## config.mk

```make
export PLATFORM = sky130hd
export DESIGN_NAME = db9_pad_scan
export DESIGN_NICKNAME = d
export VERILOG_FILES = /design/src/rtl/db9_pkg.sv /design/src/rtl/db9_sync.sv /design/src/rtl/db9_pad_scan.sv
export SDC_FILE = /design/constraint.sdc
export NUM_CORES = 1
export LEC_CHECK = 0
export BUFFER_PORTS_ARGS = -buffer_cell sky130_fd_sc_hd__buf_2
export CORE_MARGIN = 5
export CORE_UTILIZATION = 33
export CTS_BUF_LIST = sky130_fd_sc_hd__clkbuf_8
export DETAILED_ROUTE_END_ITERATION = 10
export PLACE_DENSITY = 0.48
export SYNTH_ARGS = -nofsm -noshare
export SYNTH_HDL_FRONTEND = slang
export SYNTH_SLANG_ARGS = --single-unit
```

## constraint.sdc

```tcl
create_clock -name CLK -period 5.6 [get_ports CLK]
set_clock_uncertainty 0.2 [all_clocks]
set_input_delay 0.84 -clock CLK [delete_from_list [all_inputs] [get_ports CLK]]
set_output_delay 0.84 -clock CLK [all_outputs]
set_load 0.01 [all_outputs]
```

## src/rtl/db9_pkg.sv

```systemverilog
// db9_pkg: shared scanner state enum, DB9 pin indices and default timing.
// Also provides the TH level that belongs to each scan state.
package db9_pkg;

  typedef enum logic [3:0] {
    ST_IDLE,
    ST_PH0,
    ST_PH1,
    ST_PH2,
    ST_PH3,
    ST_PH4,
    ST_PH5,
    ST_PH6,
    ST_PH7
  } db9_state_e;

  localparam int DB9_D0 = 0;
  localparam int DB9_D1 = 1;
  localparam int DB9_D2 = 2;
  localparam int DB9_D3 = 3;
  localparam int DB9_D4 = 4;
  localparam int DB9_D5 = 5;

  localparam int DB9_SETTLE_DEF = 12;
  localparam int DB9_IDLE_DEF   = 2000;

  // Odd phases pull TH low; idle and even phases hold it high.
  function automatic logic th_level(
    db9_state_e s
  );
    return !(s inside {ST_PH1, ST_PH3,
                       ST_PH5, ST_PH7});
  endfunction

endpackage

```

## src/rtl/db9_sync.sv

```systemverilog
// db9_sync: W-bit two-flop synchroniser with a configurable reset value.
// Ports: i_clk, i_rst (sync, high), i_d async in, o_q synchronised out.
module db9_sync #(
  parameter int           W       = 6,
  parameter logic [W-1:0] RST_VAL = '1
) (
  input  logic         i_clk,
  input  logic         i_rst,
  input  logic [W-1:0] i_d,
  output logic [W-1:0] o_q
);

  logic [W-1:0] r_s1;
  logic [W-1:0] r_s2;

  always_ff @(posedge i_clk) begin
    if (i_rst) begin
      r_s1 <= RST_VAL;
      r_s2 <= RST_VAL;
    end else begin
      r_s1 <= i_d;
      r_s2 <= r_s1;
    end
  end

  assign o_q = r_s2;

endmodule

```

## src/rtl/db9_pad_scan.sv

```systemverilog
// db9_pad_scan: scans a Genesis-style DB9 pad by toggling TH, samples
// D0..D5 per phase into shadows, then updates all button outputs at once.
// Ports: CLK, RESET (sync high), CE, ENA, DB9_IN[5:0] (active-low pins),
// DB9_TH, P_UP..P_Z (active-high), PRESENT, SIX_BTN.
// Macro DB9_SIX_BTN_EN enables PH2..PH7 and the 6-button outputs.
module db9_pad_scan
  import db9_pkg::*;
#(
  parameter int SETTLE = DB9_SETTLE_DEF,
  parameter int IDLE   = DB9_IDLE_DEF
) (
  input  logic       CLK,
  input  logic       RESET,
  input  logic       CE,
  input  logic       ENA,
  input  logic [5:0] DB9_IN,
  output logic       DB9_TH,
  output logic       P_UP,
  output logic       P_DOWN,
  output logic       P_LEFT,
  output logic       P_RIGHT,
  output logic       P_A,
  output logic       P_B,
  output logic       P_C,
  output logic       P_START,
  output logic       P_MODE,
  output logic       P_X,
  output logic       P_Y,
  output logic       P_Z,
  output logic       PRESENT,
  output logic       SIX_BTN
);

  logic [5:0]  w_sync;
  logic [5:0]  w_din;
  db9_state_e  r_state;
  db9_state_e  w_next;
  logic [7:0]  r_cnt;
  logic [15:0] r_idle;
  logic        r_th;
  logic        r_upd;
  logic        w_last;
  logic        w_idle_done;

  // base bits: 0 UP,1 DOWN,2 LEFT,3 RIGHT,4 A,5 B,6 C,7 START
  logic [7:0]  r_sh_base;
  logic [7:0]  r_base;
  logic        r_sh_pres;
  logic        r_pres;
`ifdef DB9_SIX_BTN_EN
  // ext bits: 0 Z,1 Y,2 X,3 MODE
  logic [3:0]  r_sh_ext;
  logic [3:0]  r_ext;
  logic        r_sh_six;
  logic        r_six;
`endif

  // Pins idle high (released), so reset the chain to all ones.
  db9_sync #(
    .W       (6),
    .RST_VAL (6'h3F)
  ) u_sync (
    .i_clk (CLK),
    .i_rst (RESET),
    .i_d   (DB9_IN),
    .o_q   (w_sync)
  );

  assign w_din       = ~w_sync;
  assign w_last      = (r_cnt == 8'(SETTLE - 1));
  assign w_idle_done = (r_idle >= 16'(IDLE - 1));

  always_comb begin
    w_next = ST_IDLE;
    unique case (r_state)
      ST_IDLE: w_next = ST_PH0;
      ST_PH0:  w_next = ST_PH1;
`ifdef DB9_SIX_BTN_EN
      ST_PH1:  w_next = ST_PH2;
      ST_PH2:  w_next = ST_PH3;
      ST_PH3:  w_next = ST_PH4;
      ST_PH4:  w_next = ST_PH5;
      ST_PH5:  w_next = ST_PH6;
      ST_PH6:  w_next = ST_PH7;
`endif
      default: w_next = ST_IDLE;
    endcase
  end

  always_ff @(posedge CLK) begin
    r_upd <= 1'b0;
    if (RESET) begin
      r_state   <= ST_IDLE;
      r_th      <= 1'b1;
      r_cnt     <= '0;
      r_idle    <= '0;
      r_sh_base <= '0;
      r_base    <= '0;
      r_sh_pres <= 1'b0;
      r_pres    <= 1'b0;
`ifdef DB9_SIX_BTN_EN
      r_sh_ext  <= '0;
      r_ext     <= '0;
      r_sh_six  <= 1'b0;
      r_six     <= 1'b0;
`endif
    end else begin
      // Publish the finished scan atomically.
      if (r_upd) begin
        r_pres <= r_sh_pres;
        r_base <= r_sh_pres ? r_sh_base : '0;
`ifdef DB9_SIX_BTN_EN
        r_six  <= r_sh_pres & r_sh_six;
        r_ext  <= (r_sh_pres & r_sh_six) ?
                  r_sh_ext : '0;
`endif
      end
      if (!ENA) begin
        r_state <= ST_IDLE;
        r_th    <= 1'b1;
        r_cnt   <= '0;
        r_idle  <= '0;
      end else if (CE) begin
        if (r_state == ST_IDLE) begin
          if (w_idle_done) begin
            r_state <= ST_PH0;
            r_th    <= 1'b1;
            r_cnt   <= '0;
            r_idle  <= '0;
          end else if (r_idle != '1) begin
            r_idle <= r_idle + 16'd1;
          end
        end else if (!w_last) begin
          r_cnt <= r_cnt + 8'd1;
        end else begin
          r_cnt   <= '0;
          r_state <= w_next;
          r_th    <= th_level(w_next);
          r_upd   <= (w_next == ST_IDLE);
          case (r_state)
            ST_PH0: begin
              r_sh_base[0] <= w_din[DB9_D0];
              r_sh_base[1] <= w_din[DB9_D1];
              r_sh_base[2] <= w_din[DB9_D2];
              r_sh_base[3] <= w_din[DB9_D3];
              r_sh_base[5] <= w_din[DB9_D4];
              r_sh_base[6] <= w_din[DB9_D5];
            end
            ST_PH1: begin
              r_sh_base[4] <= w_din[DB9_D4];
              r_sh_base[7] <= w_din[DB9_D5];
              // TH low grounds D2/D3 on any pad.
              r_sh_pres <= w_din[DB9_D2] &
                           w_din[DB9_D3];
            end
`ifdef DB9_SIX_BTN_EN
            ST_PH5: begin
              r_sh_six <= &w_din[DB9_D3:DB9_D0];
            end
            ST_PH6: begin
              r_sh_ext <= w_din[DB9_D3:DB9_D0];
            end
`endif
            default: ;
          endcase
        end
      end
    end
  end

  assign DB9_TH  = r_th;
  assign P_UP    = r_base[0];
  assign P_DOWN  = r_base[1];
  assign P_LEFT  = r_base[2];
  assign P_RIGHT = r_base[3];
  assign P_A     = r_base[4];
  assign P_B     = r_base[5];
  assign P_C     = r_base[6];
  assign P_START = r_base[7];
  assign PRESENT = r_pres;
`ifdef DB9_SIX_BTN_EN
  assign P_Z     = r_ext[0];
  assign P_Y     = r_ext[1];
  assign P_X     = r_ext[2];
  assign P_MODE  = r_ext[3];
  assign SIX_BTN = r_six;
`else
  assign P_Z     = 1'b0;
  assign P_Y     = 1'b0;
  assign P_X     = 1'b0;
  assign P_MODE  = 1'b0;
  assign SIX_BTN = 1'b0;
`endif

endmodule
```

=== Yosys cells after proc, flatten, opt, wreduce, memory -nomap -nowiden ===
Index checks and enable logic that the tools add are counted.

* Add/subtract/negate cells: 2
* Order comparisons: 1
* Eq/ne operators: 9
* Muxes and demuxes: 13
* Bitwise logic cells: 6
* Reductions and logical operators: 13

{| class="wikitable"
|+ Operators with widths
! kind !! number
|-
| $mux W16 || 2
|-
| $mux W8 || 4
|-
| $add A16 B1 Y16 const B || 1
|-
| $ge A16 B11 Y1 const B || 1
|-
| $ne A16 B16 Y1 const B || 1
|-
| $mux W4 || 3
|-
| $reduce_and A5 Y1 || 2
|-
| $add A8 B1 Y8 const B || 1
|-
| $eq A4 B2 Y1 const B || 2
|-
| $eq A4 B3 Y1 const B || 2
|-
| $eq A8 B4 Y1 const B || 1
|-
| $logic_not A4 Y1 || 2
|-
| $not A6 Y6 || 1
|-
| $reduce_and A3 Y1 || 2
|-
| $reduce_or A5 Y1 || 1
|-
| $eq A4 B1 Y1 const B || 1
|-
| $eq A4 B4 Y1 const B || 1
|-
| $not A1 Y1 || 4
|-
| $pmux W2 S2 || 1
|-
| $reduce_bool A2 Y1 || 2
|-
| $reduce_bool A4 Y1 || 1
|-
| $mux W1 || 3
|-
| $ne A2 B2 Y1 const B || 1
|-
| $reduce_and A2 Y1 || 1
|-
| 3 further kinds || 3
|}

* Register bits after elaboration: 60
* Input bits: 10
* Output and inout bits: 15
* Word-level logic and storage cells: 56

=== Longest topological paths before layout ===
Gate-level depths: netlist of the first run.

* Depth after elaboration: 7
* Gate-level depth with buffers: 7
* Mapped depth without buffers: 6

=== Modules after synthesis ===
A second synthesis of the first run with hierarchy kept.

* Cells, all modules: 268
* Area, all modules: 2,333.5 sq um

{| class="wikitable"
|+ By module, submodules not included
! module !! instances !! cells each !! area each (sq um) !! sequential area each (sq um)
|-
| db9_pad_scan || 1 || 243 || 2,013.2 || 920.9
|-
| db9_sync || 1 || 25 || 320.3 || 240.2
|}

=== Least setup slack after synthesis of the first run ===
Ideal clock, no wire load.

* Path kind: input to register
* Start point: in CE
* End point: reg r_idle[7]
* Library setup time: 117 ps
* Data arrival time: 2,115 ps
* Required time: 5,283 ps
* Slack: 3,167 ps
* Cell stages on the path: 7
* Buffers on the path: 2
* Path through: buf_4 or3b_1 clkbuf_1 nor3_2 and4_1 xnor2_1 nor2_1

* Longest elaborated chain between the ends: 1

{| class="wikitable"
|+ RTL lines
! what !! line !! source
|-
| start: declaration || db9_pad_scan.sv:14 || <nowiki>input logic CE,</nowiki>
|-
| $reduce_and A3 Y1 (no source line) || - ||
|-
| end signal: assignment || db9_pad_scan.sv:131 || <nowiki>r_idle <= r_idle + 16'd1;</nowiki>
|-
| end: declaration || db9_pad_scan.sv:39 || <nowiki>logic [15:0] r_idle;</nowiki>
|}

Every way passes these cells.
A chain may end at the register's enable or synchronous reset.

=== Worst setup path after layout of the first run ===
* Start point: reg r_idle[0]
* End point: reg r_idle[2]

* Longest elaborated chain between the ends: 3
* Elaborated cells between the ends (all ways): 7
* Those cells by class: add/sub (1); order compare (1); eq/ne (1); mux (2); reduce/logical (2)

{| class="wikitable"
|+ RTL lines
! what !! line
|-
| $add A16 B1 Y16 (tied with other cells) || db9_pad_scan.sv:131
|-
| $mux W16 or $reduce_bool A2 Y1 (tied branches) || -
|-
| $mux W16 or $reduce_and A3 Y1 (tied branches) || -
|}

Parallel ways exist; a longest one is shown, timed or not. The select of a mux whose other input is x is not followed.

==> run_results.csv, run 1 <==
group,metric,value,unit
grt,grt_usage,0.1069,
logic_synthesis,synth_cell_type_count,46,
logic_synthesis,synth_area_leader_cell,"dfxtp_1",
logic_synthesis,synth_edf_count,0,
clock_network,root_buffer,"clkbuf_8",
clock_network,cts_buffer_depth,2,
worst_setup_path,worstReg2RegEnd,"r_idle[2]",
place,dp_cells,361,
logic_synthesis,synth_top_area_frac,0.4976,
clock_network,cts_hold_buf,0,
logic_synthesis,yosysSeqAreaShare,0.4976,
timing,fmax,386.2,MHz
power,max-vdd-ir-drop,91.92,uV
timing,drv_slew,0,
die,rows,30,
grt,grt_overflow,0,
detailed_routing,vias,1691,
clock_network,clock_latency,320,ps
logic_synthesis,yosysMostFrequentCell,"dfxtp_1",
clock_network,cts_tree,"built",
run,cap_violations,0,
worst_setup_path,worstPathMaxFanout,13,
grt,grt.busiest_layer,"met2",
grt,use_met2,0.1532,
die,fp.dieH,94.09,um
place,dp_hpwl,3.014,mm
timing,hold_violations,0,
outcome,outcome,"finished, final reports clean",
detailed_routing,routed_wl,4.349,mm
finish,postLayoutCoreUtil,0.3875,
worst_setup_path,crit_path_end,"r_idle[2]",
clock_network,clock-sinks,58,
logic_synthesis,synth_area_leaders,"dfxtp_1, nor2_1, a21oi_1",
detailed_routing,drtAntennaViolNets,0,
timing,finalSetupViolations,0,
grt,use_met1,0.1386,
worst_setup_path,cp-end-kind,"register",
die,core-area,0.006832,mm2
logic_synthesis,syn-cell-area,0.002333,mm2
grt,grt_pass1_wl,7.334,mm
worst_hold_path,hold_path.class,"reg -> reg",
timing,setup_ws,3011,ps
place,placed_cell_area,0.002476,mm2
grt,grt_max_degree,33,
detailed_routing,drc,0,
timing,slew_headroom,0.3589,
grt,use_met3,0.03125,
finish,drive_gt1_frac,0.1957,
timing,finalSetupTns,0,ps
power,power_density,288.9,mW/mm2
power,p_total,764.8,uW
worst_setup_path,r2r.worst_path.cells,6,
worst_setup_path,r2r_start,"r_idle[0]",
clock_network,ctsHtreeMaxLevel,3,
worst_hold_path,worstHoldPathCells,1,
worst_setup_path,r2r_slack,3010,ps
worst_setup_path,critPathRequiredTime,5570,ps
logic_synthesis,ys_ff_latch,58,
finish,nets,288,
die,die_area,0.008853,mm2
clock_network,cts_setup_buffers,0,
finish,fin_area,0.002648,mm2
detailed_routing,firstDrtPassIters,4,
finish,regArea,0.001161,mm2
place,dp_slack,2770,ps
logic_synthesis,ys_top_cells_by_count,"dfxtp_1, nor2_1, nand2_1",
place,gp_congestion,0.7540,
place,port_buffers,19,
timing,min_period_over_period,0.4624,
power,cellLeakagePower,1.007,nW
finish,diodes,0,
timing,rsz0062_at_grt,"no",
die,num_io_pins,25,
die,die_w,94.09,um
detailed_routing,wl_per_cell,11.54,um
grt,grt_pass1_vias,1587,
finish,stdcell_count,377,
logic_synthesis,ys.flop_type,"dfxtp_1",
worst_setup_path,crit_type,"reg -> reg",
finish,nFillCells,720,
finish,area_growth,13.46,%
logic_synthesis,avgSynthCellArea,9.115,um2
clock_network,cts_buffers,9,
worst_setup_path,crit_arrival,2560,ps
clock_network,path_clk_slew,70,ps
logic_synthesis,yosysWarnings,0,
clock_network,cts.repair.resized,0,
logic_synthesis,ys_async_sr_fraction,0,
worst_setup_path,crit_start,"r_idle[0]",
detailed_routing,drtIter0Drc,42,
timing,finalHoldWorstSlack,209.3,ps
finish,multiInputGateArea,0.001062,mm2
timing,worst-slew-pin-transition,955.2,ps
logic_synthesis,postSynthCellCount,256,
grt,antenna_found_initial,0,
timing,min_period,2589,ps
worst_setup_path,startpoint_type,"register",
die,start_util,0.3416,
detailed_routing,via_per_inst,4.485,
==> worst min-delay path by stage <==
stage	from	slack, ps	end
2_1_floorplan	u_sync.r_s1[0]	190	u_sync.o_q[0]
3_3_place_gp	u_sync.r_s1[0]	190	u_sync.o_q[0]
3_5_place_dp	u_sync.r_s1[0]	190	u_sync.o_q[0]
4_1_cts	u_sync.r_s1[0]	210	u_sync.o_q[0]
5_1_grt	u_sync.r_s1[5]	230	u_sync.o_q[5]
6_report	u_sync.r_s1[0]	210	u_sync.o_q[0]
==> cell type report <==
cell class | count | area share
Inverter | 8 | 0.01134
Clock buffer | 10 | 0.05198
Multi-Input combinational cell | 179 | 0.4012
Clock inverter | 6 | 0.01276
Tap cell | 96 | 0.04537
Sequential cell | 58 | 0.4386
Timing Repair Buffer | 20 | 0.03875
==> cell families (layout without fill, tap and decap cells) <==
group / count (synthesis) / after routing / share of synthesized area
and+or+nand+nor: 117 / 117 / 0.2702
DFF: 58 / 58 / 0.4976
AOI/OAI and AO/OA: 42 / 42 / 0.1147
buffers and inverters: 23 / 44 / 0.05362
xor gates and xnor gates: 8 / 8 / 0.03003
muxes: 5 / 5 / 0.02145
adders and majority gates: 2 / 2 / 0.01072
other: 1 / 5 / 0.001607
==> cells in the final DEF, fill, tap and decap left out, types with 4 or more instances in the layout <==
cell	instances
dfxtp_1	58
nand2_1	21
mux2i_1	5
nand3_1	7
inv_1	8
conb_1	5
a22oi_1	6
o21ai_0	4
xor2_1	5
a21oi_1	18
nor2_1	37
or2_0	4
buf_2	19
clkbuf_8	10
or2_2	13
nand4_1	5
or3_1	5
a31oi_1	4
==> worst max-delay path: stages, from the launching register on <==
cell and delay (ps):
dfxtp_1 390, ha_1 260, a311oi_2 130, nor4b_2 350, nor2_1 170, o21ai_1 780, nor3_1 140
==> metal layers <==
| layer | vias up | wire, um |
|---|---|---|
| met5 | - | 0 |
| met4 | 0 | 71 |
| met3 | 9 | 152 |
| met2 | 34 | 1871 |
| met1 | 739 | 2253 |
| li1 | 909 | - |
==> sequential cells by signal (all words and copies together) (netlist names) <==
register,flops
u_sync.o_q,6
r_cnt,8
u_sync.r_s1,6
r_sh_base,8
r_base,8
DB9_TH,1
r_sh_pres,1
r_state,2
r_upd,1
r_idle,16
PRESENT,1
==> power by group <==
| part | switching, mW | total, mW | internal, mW |
|---|---|---|---|
| logic | 0.0133 | 0.0201 | 0.00686 |
| clock network | 0.158 | 0.326 | 0.168 |
| registers | 0.00151 | 0.419 | 0.417 |
| total | 0.173 | 0.765 | 0.592 |
Power figures use the tool's default switching activity.
==> run 2: changes to the inputs <==
--- a/config.mk
+++ b/config.mk
@@ -10,7 +10,7 @@
 export CORE_UTILIZATION = 33
 export CTS_BUF_LIST = sky130_fd_sc_hd__clkbuf_8
 export DETAILED_ROUTE_END_ITERATION = 10
-export PLACE_DENSITY = 0.48
+export PLACE_DENSITY = 0.5
 export SYNTH_ARGS = -nofsm -noshare
 export SYNTH_HDL_FRONTEND = slang
 export SYNTH_SLANG_ARGS = --single-unit
==> constraint.sdc (replaced) <==
create_clock -name CLK -period 2.15 [get_ports CLK]
set_clock_uncertainty 0.2 [all_clocks]
set_input_delay 0.3225 -clock CLK [delete_from_list [all_inputs] [get_ports CLK]]
set_output_delay 0.3225 -clock CLK [all_outputs]
set_load 0.01 [all_outputs]
==> run_results.csv, run 2 (synthesis gave the netlist of run 1 again) <==
group,metric,value,unit
finish,nets,315,
timing,fmax,489.0,MHz
finish,final_cell_mix,"dfxtp_1, nor2_1, buf_4",
finish,postLayoutCoreUtil,0.4350,
clock_network,ctsHtreeMaxLevel,3,
clock_network,root_buffer,"clkbuf_8",
power,cellLeakagePower,1.165,nW
detailed_routing,wl_per_cell,11.70,um
detailed_routing,routed_wl,4.703,mm
worst_setup_path,cp_cell_sequence,"or4_4 > nor3_4 > a31oi_1 > o21ai_4 > o2bb2a_1",
timing,drv_slew,0,
finish,diodes,0,
grt,grt_usage,0.1177,
finish,final_common_cell,"dfxtp_1",
clock_network,clock_latency,330,ps
grt,grt_max_degree,21,
detailed_routing,vias,1814,
timing,rsz0062_at_grt,"no",
worst_setup_path,critPathRequiredTime,2160,ps
finish,area_growth,27.35,%
place,port_buffers,19,
grt,grt_pass1_wl,7.948,mm
power,power_density,775.8,mW/mm2
place,dp_cells,382,
clock_network,path_clk_slew,70,ps
worst_setup_path,worstPathMaxFanout,6,
power,max-vdd-ir-drop,259.4,uV
die,core-area,0.006832,mm2
outcome,outcome,"finished, final reports clean",
finish,largest_register,"r_idle",
timing,min_period,2045,ps
die,num_io_pins,25,
power,p_total,2.305,mW
finish,drive_gt1_frac,0.2810,
clock_network,clock-sinks,58,
grt,grt_overflow,0,
detailed_routing,firstDrtPassIters,4,
die,fp.dieH,94.09,um
place,dp_slack,-82.37,ps
die,rows,30,
grt,grt_pass1_vias,1741,
grt,antenna_found_initial,0,
clock_network,cts_buffers,9,
die,start_util,0.3416,
worst_setup_path,slowest_delay,540,ps
timing,min_period_over_period,0.9512,
detailed_routing,via_per_inst,4.512,
detailed_routing,drtAntennaViolNets,0,
timing,hold_violations,0,
die,die_w,94.09,um
place,gp_congestion,0.7584,
finish,largest_reg_flops,16,
worst_setup_path,slowest_stage,"or4_4",
place,dp_hpwl,3.299,mm
run,cap_violations,0,
worst_hold_path,hold_path.class,"in -> reg",
worst_setup_path,startpoint_type,"register",
detailed_routing,drc,0,
die,die_area,0.008853,mm2
timing,finalSetupViolations,0,
finish,stdcell_count,402,
timing,setup_ws,104.9,ps
detailed_routing,drtIter0Drc,55,
clock_network,cts_buffer_depth,2,
worst_setup_path,cp-end-kind,"register",
worst_setup_path,crit_arrival,2060,ps
clock_network,cts_tree,"built",
worst_setup_path,crit_type,"reg -> reg",
[run 2: power breakdown]
group | leakage [nW] | internal, mW | switching [mW]
Sequential | 0.471 | 1.09 | 0.00349
Combinational | 0.579 | 0.0370 | 0.0409
Clock | 0.115 | 0.735 | 0.403
Total | 1.16 | 1.86 | 0.447
[run 2: stage by stage]
stage / hold slack [ps] / area (um2) / TNS (ps)
floorplan: 189.5 / 2354 / 0
global placement: 191.0 / 2639 / -82.89
detailed placement: 194.2 / 2639 / -137.2
CTS: 161.7 / 2945 / 0
global route: 178.4 / 2972 / 0
finish: 171.5 / 2972 / 0
[run 2: area by class of cell]
type,count,area (um2)
Fill cell,701,3860
Sequential cell,58,1164
Multi-Input combinational cell,179,1112
Timing Repair Buffer,47,320.3
Clock buffer,12,165.2
Tap cell,96,120.1
Clock inverter,2,60.06
Inverter,8,30.03
[run 2: critical path: cells and delay by family, from the launching register on]
family	cells	cell delay [ps]
DFF	1	320
AOI/OAI and AO/OA	3	580
and+or+nand+nor	2	820
[run 2: final timing paths]
kind	slack, ps	from	depth (start not counted)	end
max	100	r_cnt[2]	5	r_state[1]
min	170	RESET	3	r_base[5]
max reg2reg	100	r_cnt[2]	5	r_state[1]
min reg2reg	210	u_sync.r_s1[1]	1	u_sync.o_q[1]
[run 2: timing repair]
| item | 4_1_cts | 5_1_grt |
|---|---|---|
| hold endpoints to repair | 6 | 0 |
| buffers inserted | 1 | 0 |
| gates resized for setup | 3 | 9 |
| pin swaps | 4 | 10 |
| hold buffers | 6 | 0 |
| setup endpoints to repair | 2 | 7 |
[run 2: per-layer routing]
layer / share of wire / vias to the layer above / GRT usage
met5: 0 / - / 0
met4: 0.020 / 0 / 0.06137
met3: 0.046 / 7 / 0.04327
met2: 0.44 / 29 / 0.1727
met1: 0.49 / 819 / 0.1497
li1: - / 959 / -
